[config.mk]
export PLATFORM = sky130hd
export DESIGN_NAME = readback_snapshot_ctrl
export DESIGN_NICKNAME = d
export VERILOG_FILES = /design/src/rtl/readback_snapshot_ctrl.sv
export SDC_FILE = /design/constraint.sdc
export NUM_CORES = 1
export LEC_CHECK = 0
export ABC_AREA = 1
export ABC_CLOCK_PERIOD_IN_PS = 2000
export CAP_MARGIN = 5
export CORE_AREA = 5 5 153 155
export CTS_CLUSTER_DIAMETER = 120
export CTS_CLUSTER_SIZE = 8
export DETAILED_ROUTE_END_ITERATION = 12
export DIE_AREA = 0 0 158 160
export PLACE_DENSITY = 0.74
export SYNTH_ARGS = -nofsm -noshare
export SYNTH_HDL_FRONTEND = slang
export SYNTH_SLANG_ARGS = --single-unit
[constraint.sdc]
create_clock -name aclk -period 2 [get_ports aclk]
set_input_delay 0.6 -clock aclk [delete_from_list [all_inputs] [get_ports aclk]]
set_output_delay 0.6 -clock aclk [all_outputs]
set_load 0.01 [all_outputs]
[src/rtl/readback_snapshot_ctrl.sv]
// Readback snapshot controller: toggle request/ack front end that drives the
// readback mux address, waits for the mux to settle, then latches a coherent,
// sequence-tagged A/B pair for the PS to read.
module readback_snapshot_ctrl #(
    parameter logic [31:0] DEFAULT_ADDR  = 32'd100001,
    parameter int unsigned SETTLE_CYCLES = 2,
    parameter int unsigned SEQ_WIDTH     = 16
) (
    input  logic                 aclk,
    input  logic                 reset,
    input  logic [31:0]          ps_config_addr,
    input  logic                 ps_req_toggle,
    output logic [31:0]          rb_config_addr,
    input  logic [31:0]          rb_dataA,
    input  logic [31:0]          rb_dataB,
    output logic [31:0]          snap_dataA,
    output logic [31:0]          snap_dataB,
    output logic [31:0]          snap_addr,
    output logic [SEQ_WIDTH-1:0] snap_seq,
    output logic                 snap_valid,
    output logic [31:0]          snap_age,
    output logic                 ps_ack_toggle,
    output logic [7:0]           overrun_cnt,
    output logic                 busy
);

    localparam int unsigned CNT_W    = 4;
    localparam logic [31:0] AGE_MAX  = 32'hFFFF_FFFF;
    localparam logic [7:0]  OVR_MAX  = 8'hFF;

    typedef enum logic [1:0] {
        IDLE    = 2'd0,
        SETTLE  = 2'd1,
        CAPTURE = 2'd2
    } state_t;

    state_t           state;
    state_t           state_nxt;
    logic [CNT_W-1:0] cnt;
    logic [CNT_W-1:0] cnt_nxt;
    logic             req_seen;
    logic             req_seen_nxt;
    logic             req_prev;
    logic             start_c;
    logic             capture_c;

    // FSM state register and request bookkeeping
    always_ff @(posedge aclk) begin
        if (reset) begin
            state    <= IDLE;
            cnt      <= '0;
            req_seen <= 1'b0;
            req_prev <= 1'b0;
        end else begin
            state    <= state_nxt;
            cnt      <= cnt_nxt;
            req_seen <= req_seen_nxt;
            req_prev <= ps_req_toggle;
        end
    end

    // Next-state decode: requests are only compared against req_seen while idle
    always_comb begin
        state_nxt    = state;
        cnt_nxt      = cnt;
        req_seen_nxt = req_seen;
        start_c      = 1'b0;
        capture_c    = 1'b0;
        case (state)
            IDLE: begin
                if (ps_req_toggle != req_seen) begin
                    start_c      = 1'b1;
                    req_seen_nxt = ps_req_toggle;
                    cnt_nxt      = CNT_W'(SETTLE_CYCLES);
                    state_nxt    = SETTLE;
                end
            end
            SETTLE: begin
                if (cnt == CNT_W'(1)) begin
                    state_nxt = CAPTURE;
                end else begin
                    cnt_nxt = cnt - CNT_W'(1);
                end
            end
            CAPTURE: begin
                capture_c = 1'b1;
                state_nxt = IDLE;
            end
            default: begin
                state_nxt = IDLE;
            end
        endcase
    end

    // Registered outputs: mux address, snapshot, ack, age, overrun and busy
    always_ff @(posedge aclk) begin
        if (reset) begin
            rb_config_addr <= DEFAULT_ADDR;
            snap_dataA     <= '0;
            snap_dataB     <= '0;
            snap_addr      <= '0;
            snap_seq       <= '0;
            snap_valid     <= 1'b0;
            snap_age       <= '0;
            ps_ack_toggle  <= 1'b0;
            overrun_cnt    <= '0;
            busy           <= 1'b0;
        end else begin
            busy <= (state_nxt != IDLE);
            if (start_c) begin
                rb_config_addr <= ps_config_addr;
            end
            if ((state != IDLE) && (ps_req_toggle != req_prev) && (overrun_cnt != OVR_MAX)) begin
                overrun_cnt <= overrun_cnt + 8'd1;
            end
            if (capture_c) begin
                snap_dataA    <= rb_dataA;
                snap_dataB    <= rb_dataB;
                snap_addr     <= rb_config_addr;
                snap_seq      <= snap_seq + SEQ_WIDTH'(1);
                snap_valid    <= 1'b1;
                snap_age      <= '0;
                ps_ack_toggle <= req_seen;
            end else if (snap_valid && (snap_age != AGE_MAX)) begin
                snap_age <= snap_age + 32'd1;
            end
        end
    end

endmodule

After elaboration in Yosys (flattened, before gate mapping)
Index checks and enable logic that the tools add are counted.
{"block": "word_totals", "register_bits": 195, "latchBits": 0, "ramBits": 0, "romBits": 0, "inputBits": 99, "out_inout_bits": 187, "word_cells": 46, "memories": 0}
{"block": "classes", "addsub": 4, "n_mul": 0, "div_mod_pow": 0, "n_lt_le_gt_ge": 0, "n_eq_ne": 9, "n_shift": 0, "muxes": 9, "bitwise_logic": 0, "n_reduce_logical": 10}
{"cell": "$add A32 B1 Y32 const B", "n": 1}
{"cell": "$ne A32 B32 Y1 const B", "n": 1}
{"cell": "$add A16 B1 Y16 const B", "n": 1}
{"cell": "$add A8 B1 Y8 const B", "n": 1}
{"cell": "$mux W4", "n": 2}
{"cell": "$ne A8 B8 Y1 const B", "n": 1}
{"cell": "$pmux W4 S2", "n": 1}
{"cell": "$reduce_bool A2 Y1", "n": 3}
{"cell": "$eq A4 B1 Y1 const B", "n": 1}
{"cell": "$mux W2", "n": 2}
{"cell": "$ne A2 B2 Y1 const B", "n": 2}
{"cell": "$pmux W2 S2", "n": 1}
{"cell": "$sub A4 B1 Y4 const B", "n": 1}
{"cell": "$logic_and A1 B1 Y1", "n": 3}
{"cell": "$mux W1", "n": 3}
{"cell": "$reduce_and A3 Y1", "n": 1}
{"cell": "$eq A2 B1 Y1 const B", "n": 1}
{"cell": "$eq A2 B2 Y1 const B", "n": 1}
{"cell": "$logic_not A2 Y1", "n": 1}
{"cell": "$ne A1 B1 Y1", "n": 2}
{"cell": "$reduce_and A2 Y1", "n": 1}
{"cell": "$reduce_or A2 Y1", "n": 1}

Logic depth before layout (Yosys ltp)
{"block": "depth", "ltp_word": 4, "mapped_depth": 11, "mapped_depth_nobuf": 10}

Worst setup path before layout
No wires, ideal clock.
{"block": "synth_timing", "kind": "register to register", "from": "register snap_age[1]", "to": "register snap_age[29]", "setup_ns": 0.115, "t_arrival_ns": 1.494, "t_required_ns": 1.885, "slack_ns": 0.391, "stages_incl_launch_ff": 10, "n_path_buf": 1, "synth_period_minus_slack_ns": 1.609, "cell_sequence": "dfxtp_1 -> ha_1 -> inv_1 -> nor2_4 -> nand2_2 -> nor2_4 -> nand2_4 -> buf_4 -> a21oi_1 -> nor2_1"}
{"block": "synth_between", "elab_chain_len": 2, "elab_cells_between_ends": 3, "classes_between": "1 x add/sub; 1 x eq/ne; 1 x reduce/logical"}
{"element": "from (decl)", "line_no": "21", "rtl": "output logic [31:0] snap_age,"}
{"element": "from (signal assigned)", "line_no": "125", "rtl": "snap_age <= snap_age + 32'd1;"}
{"element": "parallel branches: the longest is 2 deep, another holds $add A32 B1 Y32"}
Several ways; the timed one is not identified.
A chain may end at the register's enable or synchronous reset.

Worst setup path after layout
{"block": "layout_timing", "from": "register snap_age[15]", "to": "output port snap_age[15]"}
No word-level cell between the ends.

==> flow_summary.html <==
<table>
<tr><th>Metric</th><th>Value</th></tr>
<tr><th colspan="2">Setup path</th></tr>
<tr><td>Chain of cells forming the critical path</td><td>clkdlybuf4s50_1</td></tr>
<tr><td>Worst R2R Setup Slack</td><td>roughly 0.19 ns</td></tr>
<tr><td>Required @ worst endpoint</td><td>~1.4 ns</td></tr>
<tr><td>Setup Crit Path Kind</td><td>reg -&gt; out</td></tr>
<tr><td>Startpoint of the most critical setup path</td><td>snap_age[15]$_SDFFE_PP0P_</td></tr>
<tr><td>Origin of the critical flop-to-flop path</td><td>snap_age[0]$_SDFFE_PP0P_</td></tr>
<tr><td>Crit path buffers/inverters</td><td>1</td></tr>
<tr><td>Delay contributed by the slowest stage of the critical path</td><td>between 0.5 and 0.6 ns</td></tr>
<tr><td>Crit start category</td><td>flip-flop</td></tr>
<tr><td>Critical path capture point type</td><td>output pin</td></tr>
<tr><td>Reg2Reg Depth</td><td>9</td></tr>
<tr><td>Worst path top cell family by delay</td><td>buffers and inverters</td></tr>
<tr><td>Worst reg2reg endpoint</td><td>snap_age[1]$_SDFFE_PP0P_</td></tr>
<tr><td>Worst-path maximum fanout</td><td>5</td></tr>
<tr><td>Data arrival, critical path</td><td>~1.4 ns</td></tr>
<tr><td>Cell at the slowest stage of the critical path</td><td>clkdlybuf4s50_1</td></tr>
<tr><th colspan="2">Cells and area</th></tr>
<tr><td>Final instance area</td><td>between 10000 and 15000 µm²</td></tr>
<tr><td>Layout-stage area growth over the synthesis result</td><td>50.4%</td></tr>
<tr><td>Fin nets</td><td>around 1500</td></tr>
<tr><td>Number of fill cells in the layout</td><td>around 2000</td></tr>
<tr><td>Fraction of layout instances using a drive strength above 1</td><td>under 10%</td></tr>
<tr><th colspan="2">Global route</th></tr>
<tr><td>Global Route Usage Sum</td><td>just over 20%</td></tr>
<tr><td>Global-route wire length before repair</td><td>between 40000 and 50000 µm</td></tr>
<tr><td>Aggregate global routing overflow</td><td>0</td></tr>
<tr><td>Maximum number of pins on one net before global-route repair</td><td>70</td></tr>
<tr><td>Number of global-route vias before repair</td><td>just under 8000</td></tr>
<tr><td>Antenna violations before repair</td><td>3</td></tr>
<tr><th colspan="2">Synthesis</th></tr>
<tr><td>Count of distinct cell types in the synthesized netlist</td><td>34</td></tr>
<tr><td>Arithmetic-cell share of the synthesized area counting full adders, half adders and majority gates</td><td>0.792%</td></tr>
<tr><td>Yosys warning count</td><td>0</td></tr>
<tr><td>Fraction of synthesized cell area in xor and xnor cells</td><td>less than 1%</td></tr>
<tr><td>Cell area after technology mapping</td><td>between 7000 and 8000 µm²</td></tr>
<tr><td>Average cell area after synthesis</td><td>~7.3 µm²</td></tr>
<tr><td>Post-synthesis simple-gate area fraction</td><td>between 20% and 30%</td></tr>
<tr><td>Complex-gate fraction of the synthesized area</td><td>between 10 and 15%</td></tr>
<tr><td>Multiplexer share of the synthesized area</td><td>0%</td></tr>
<tr><td>Cell count after synthesis</td><td>roughly 1100</td></tr>
<tr><td>Post-synthesis sequential element count</td><td>around 200</td></tr>
<tr><td>Dominant combinational cell family by area after synthesis</td><td>simple AND/OR/NAND/NOR gates</td></tr>
<tr><td>Number of nets in the synthesized netlist</td><td>between 1000 and 1500</td></tr>
<tr><td>Fraction of the yosys area taken by sequential cells</td><td>around 50%</td></tr>
<tr><th colspan="2">Timing</th></tr>
<tr><td>Worst Setup Slack, final</td><td>around 0.028 ns</td></tr>
<tr><td>Worst-case clock skew</td><td>roughly 0.013 ns</td></tr>
<tr><td>Setup TNS Final</td><td>0 ns</td></tr>
<tr><td>Slew at the pin closest to its max-slew limit</td><td>about 0.59 ns</td></tr>
<tr><td>Final setup violating endpoints</td><td>0</td></tr>
<tr><td>Unrepaired setup endpoints after global routing</td><td>no</td></tr>
<tr><td>Relative slew margins</td><td>approximately three fifths</td></tr>
<tr><td>Total count of hold-check failures in the final report</td><td>0</td></tr>
<tr><td>Timing-limited maximum frequency</td><td>~0.51 GHz</td></tr>
<tr><td>Post-layout min period</td><td>1.97 ns</td></tr>
<tr><td>Final number of max-transition violations</td><td>0</td></tr>
<tr><td>Period Utilization, post-route</td><td>between 90% and 100%</td></tr>
<tr><th colspan="2">CTS</th></tr>
<tr><td>Number of setup buffers added after CTS</td><td>0</td></tr>
<tr><td>Root Driver</td><td>clkbuf_16</td></tr>
<tr><td>Bufs on Longest Clock Path</td><td>2</td></tr>
<tr><td>CTS tree</td><td>yes</td></tr>
<tr><td>Later-pin clock latency in the skew report</td><td>between 0.4 and 0.5 ns</td></tr>
<tr><td>Clock buffer count from CTS</td><td>17</td></tr>
<tr><td>Count of H-tree levels built during CTS</td><td>4</td></tr>
<tr><td>CTS sink cnt</td><td>about 200</td></tr>
<tr><td>Clock-pin transition on the worst setup and hold timing paths</td><td>about 0.070 ns</td></tr>
<tr><th colspan="2">Power and ir drop</th></tr>
<tr><td>Power density over cell area</td><td>811 nW/µm²</td></tr>
<tr><td>VDD IR-drop max</td><td>roughly 0.57 mV</td></tr>
<tr><td>Final Power</td><td>a little under 10 mW</td></tr>
<tr><td>Leak</td><td>between 5 and 6 nW</td></tr>
<tr><th colspan="2">Floorplan</th></tr>
<tr><td>I/O pin cnt</td><td>about 290</td></tr>
<tr><td>CORE AREA</td><td>roughly 22000 µm²</td></tr>
<tr><td>Height of the chip</td><td>160 µm</td></tr>
<tr><td>Num rows</td><td>54</td></tr>
<tr><td>DIE AREA</td><td>25300 µm²</td></tr>
<tr><td>Initial cell density of the core</td><td>36.4%</td></tr>
<tr><td>Die Wd</td><td>~160 µm</td></tr>
<tr><th colspan="2">Route</th></tr>
<tr><td>DRC violations left</td><td>0</td></tr>
<tr><td>First-pass iteration count of the detailed router</td><td>5</td></tr>
<tr><td>Drt first-iter violations</td><td>slightly above 400</td></tr>
<tr><td>Antenna Violating Nets Remaining</td><td>0</td></tr>
<tr><td>Routed wire length</td><td>~26000 µm</td></tr>
<tr><td>Routed length per instance</td><td>15.7 µm</td></tr>
<tr><td>Via total after detailed routing</td><td>8023</td></tr>
<tr><td>Average vias per placed instance</td><td>4.85</td></tr>
<tr><th colspan="2">Placement</th></tr>
<tr><td>Placed Area</td><td>between 10000 and 15000 µm²</td></tr>
<tr><td>Estimated wirelength of the detail-placed design</td><td>19500 µm</td></tr>
<tr><td>Placer congestion estimate</td><td>roughly 0.97</td></tr>
<tr><td>Quantity of I/O buffers inserted on ports</td><td>between 200 and 300</td></tr>
<tr><td>Worst Setup Slack post-DPL</td><td>-0.0224 ns</td></tr>
<tr><th colspan="2">Run</th></tr>
<tr><td>Max-capacitance violation count</td><td>0</td></tr>
<tr><th colspan="2">Run status</th></tr>
<tr><td>Run status</td><td>complete, no violations</td></tr>
<tr><th colspan="2">Min path</th></tr>
<tr><td>Cells on Worst Hold Path</td><td>2</td></tr>
<tr><td>Min-delay src</td><td>snap_seq[15]$_SDFFE_PP0P_</td></tr>
<tr><td>Worst hold path class</td><td>reg -&gt; reg</td></tr>
<tr><td>Hold Path Sink</td><td>snap_seq[15]$_SDFFE_PP0P_</td></tr>
</table>
## through the flow
step	utilization [%]	hold WS (ns)	cells
after global placement	51.6	0.453	1621
after global routing	54.8	0.492	1655
after floorplan	-	0.452	1080
after CTS	54.3	0.469	1653
after detailed placement	51.6	0.459	1621
final	54.8	0.464	1655
## synthesized netlist by cell type (all sizes together)
| master | count | share of area, % |
|---|---|---|
| nor2 | 247 | 12 |
| dfxtp | 195 | 49 |
| nand2 | 164 | 8.0 |
| o21ai | 131 | 8.3 |
| a21oi | 91 | 5.9 |
| inv | 91 | 4.3 |
| nand3 | 51 | 3.4 |
| clkbuf | 32 | 1.5 |
| buf | 21 | 1.5 |
| nand4 | 16 | 1.3 |
| nor3 | 8 | 0.51 |
| nand3b | 7 | 0.67 |
| ha | 5 | 0.79 |
| xnor2 | 4 | 0.44 |
| xor2 | 4 | 0.44 |
| a31oi | 3 | 0.24 |
| o21a | 2 | 0.19 |
| or2 | 2 | 0.16 |
| a211oi | 1 | 0.095 |
| a21o | 1 | 0.095 |
| and3 | 1 | 0.079 |
| nor4 | 1 | 0.079 |
| o21bai | 1 | 0.095 |
| o22a | 1 | 0.11 |
## cell usage in the layout, fill, tap and decap left out, drive strengths merged
master,netlist,routed
clkinv,0,6
a211oi,1,1
a21o,1,1
or2,2,2
xnor2,4,4
nand4,16,16
dlymetal6s2s,0,41
diode,0,2
o21bai,1,1
ha,5,5
nor3,8,8
nand3,51,51
buf,21,29
nor2,247,247
and3,1,1
nand2,164,164
clkdlybuf4s50,0,206
inv,91,99
dlygate4sd2,0,38
nand3b,7,7
dfxtp,195,195
o21ai,131,131
nor4,1,1
clkbuf,32,18
xor2,4,4
o22a,1,1
a31oi,3,3
a21oi,91,91
o21a,2,2
## sequential cells by signal (all words and copies together) (netlist names), 2 cells and up
name / cells
snap_age: 32
state: 2
snap_addr: 32
snap_dataA: 32
rb_config_addr: 32
cnt: 4
overrun_cnt: 8
snap_dataB: 32
snap_seq: 16
## area by class of cell
type / count / area [µm²] / area share (%)
sequential: 195 / 3950 / 33.2
multi-input combinational: 741 / 3420 / 28.8
timing repair buffer: 314 / 3230 / 27.1
clock buffer: 18 / 439 / 3.70
tap: 280 / 350 / 2.95
inverter: 91 / 343 / 2.89
clock inverter: 14 / 156 / 1.32
antenna: 2 / 5.00 / 0.0421
## worst reg2reg max path: stages (launching register included)
cell and delay [ns]:
dfxtp_1 0.35, ha_1 0.22, inv_1 0.09, nor2_4 0.12, nand2_2 0.07, nor2_4 0.19, nand2_4 0.28, nand2_1 0.22
nand2_1 0.07, a21oi_1 0.11
## worst max-delay path by stage
stage                                      end  slack (ns)  depth (start not counted)
2_1_floorplan        snap_age[29]$_SDFFE_PP0P_        0.39                          9
3_3_place_gp   rb_config_addr[31]$_SDFFE_PP0P_      -0.005                          8
3_5_place_dp   rb_config_addr[31]$_SDFFE_PP0P_       -0.02                          8
4_1_cts                           snap_age[23]      0.0005                          1
5_1_grt                          snap_dataB[3]      0.0007                          1
6_report                          snap_age[15]        0.03                          1
## power breakdown
| part | switching [mW] | leakage, nW | total, mW | internal [mW] |
|---|---|---|---|---|
| combinational | 0.920 | 3.58 | 1.83 | 0.907 |
| clock | 1.72 | 0.294 | 3.44 | 1.72 |
| sequential | 0.185 | 1.60 | 4.36 | 4.18 |
| total | 2.82 | 5.47 | 9.63 | 6.81 |
## routing by layer
metal / vias up / global-route usage, % / part of all wire (%)
li1: 4043 / - / -
met1: 3640 / 23.6 / 39
met2: 290 / 32.5 / 47
met3: 48 / 8.88 / 11
met4: 2 / 8.92 / 3.2
met5: - / 0 / 0.050
## cells by family after synthesis
| family | Yosys count |
|---|---|
| xor+xnor | 8 |
| fa+ha+maj | 5 |
| compound gates | 231 |
| flops | 195 |
| buf+inv | 144 |
| simple gates | 497 |
## what timing repair did
item	in CTS	in global routing
resized for setup	70	42
pin swaps	0	0
endpoints found under the setup margin	64	42
hold buffers	0	0
Note: power is estimated with default switching activity, not from simulation.
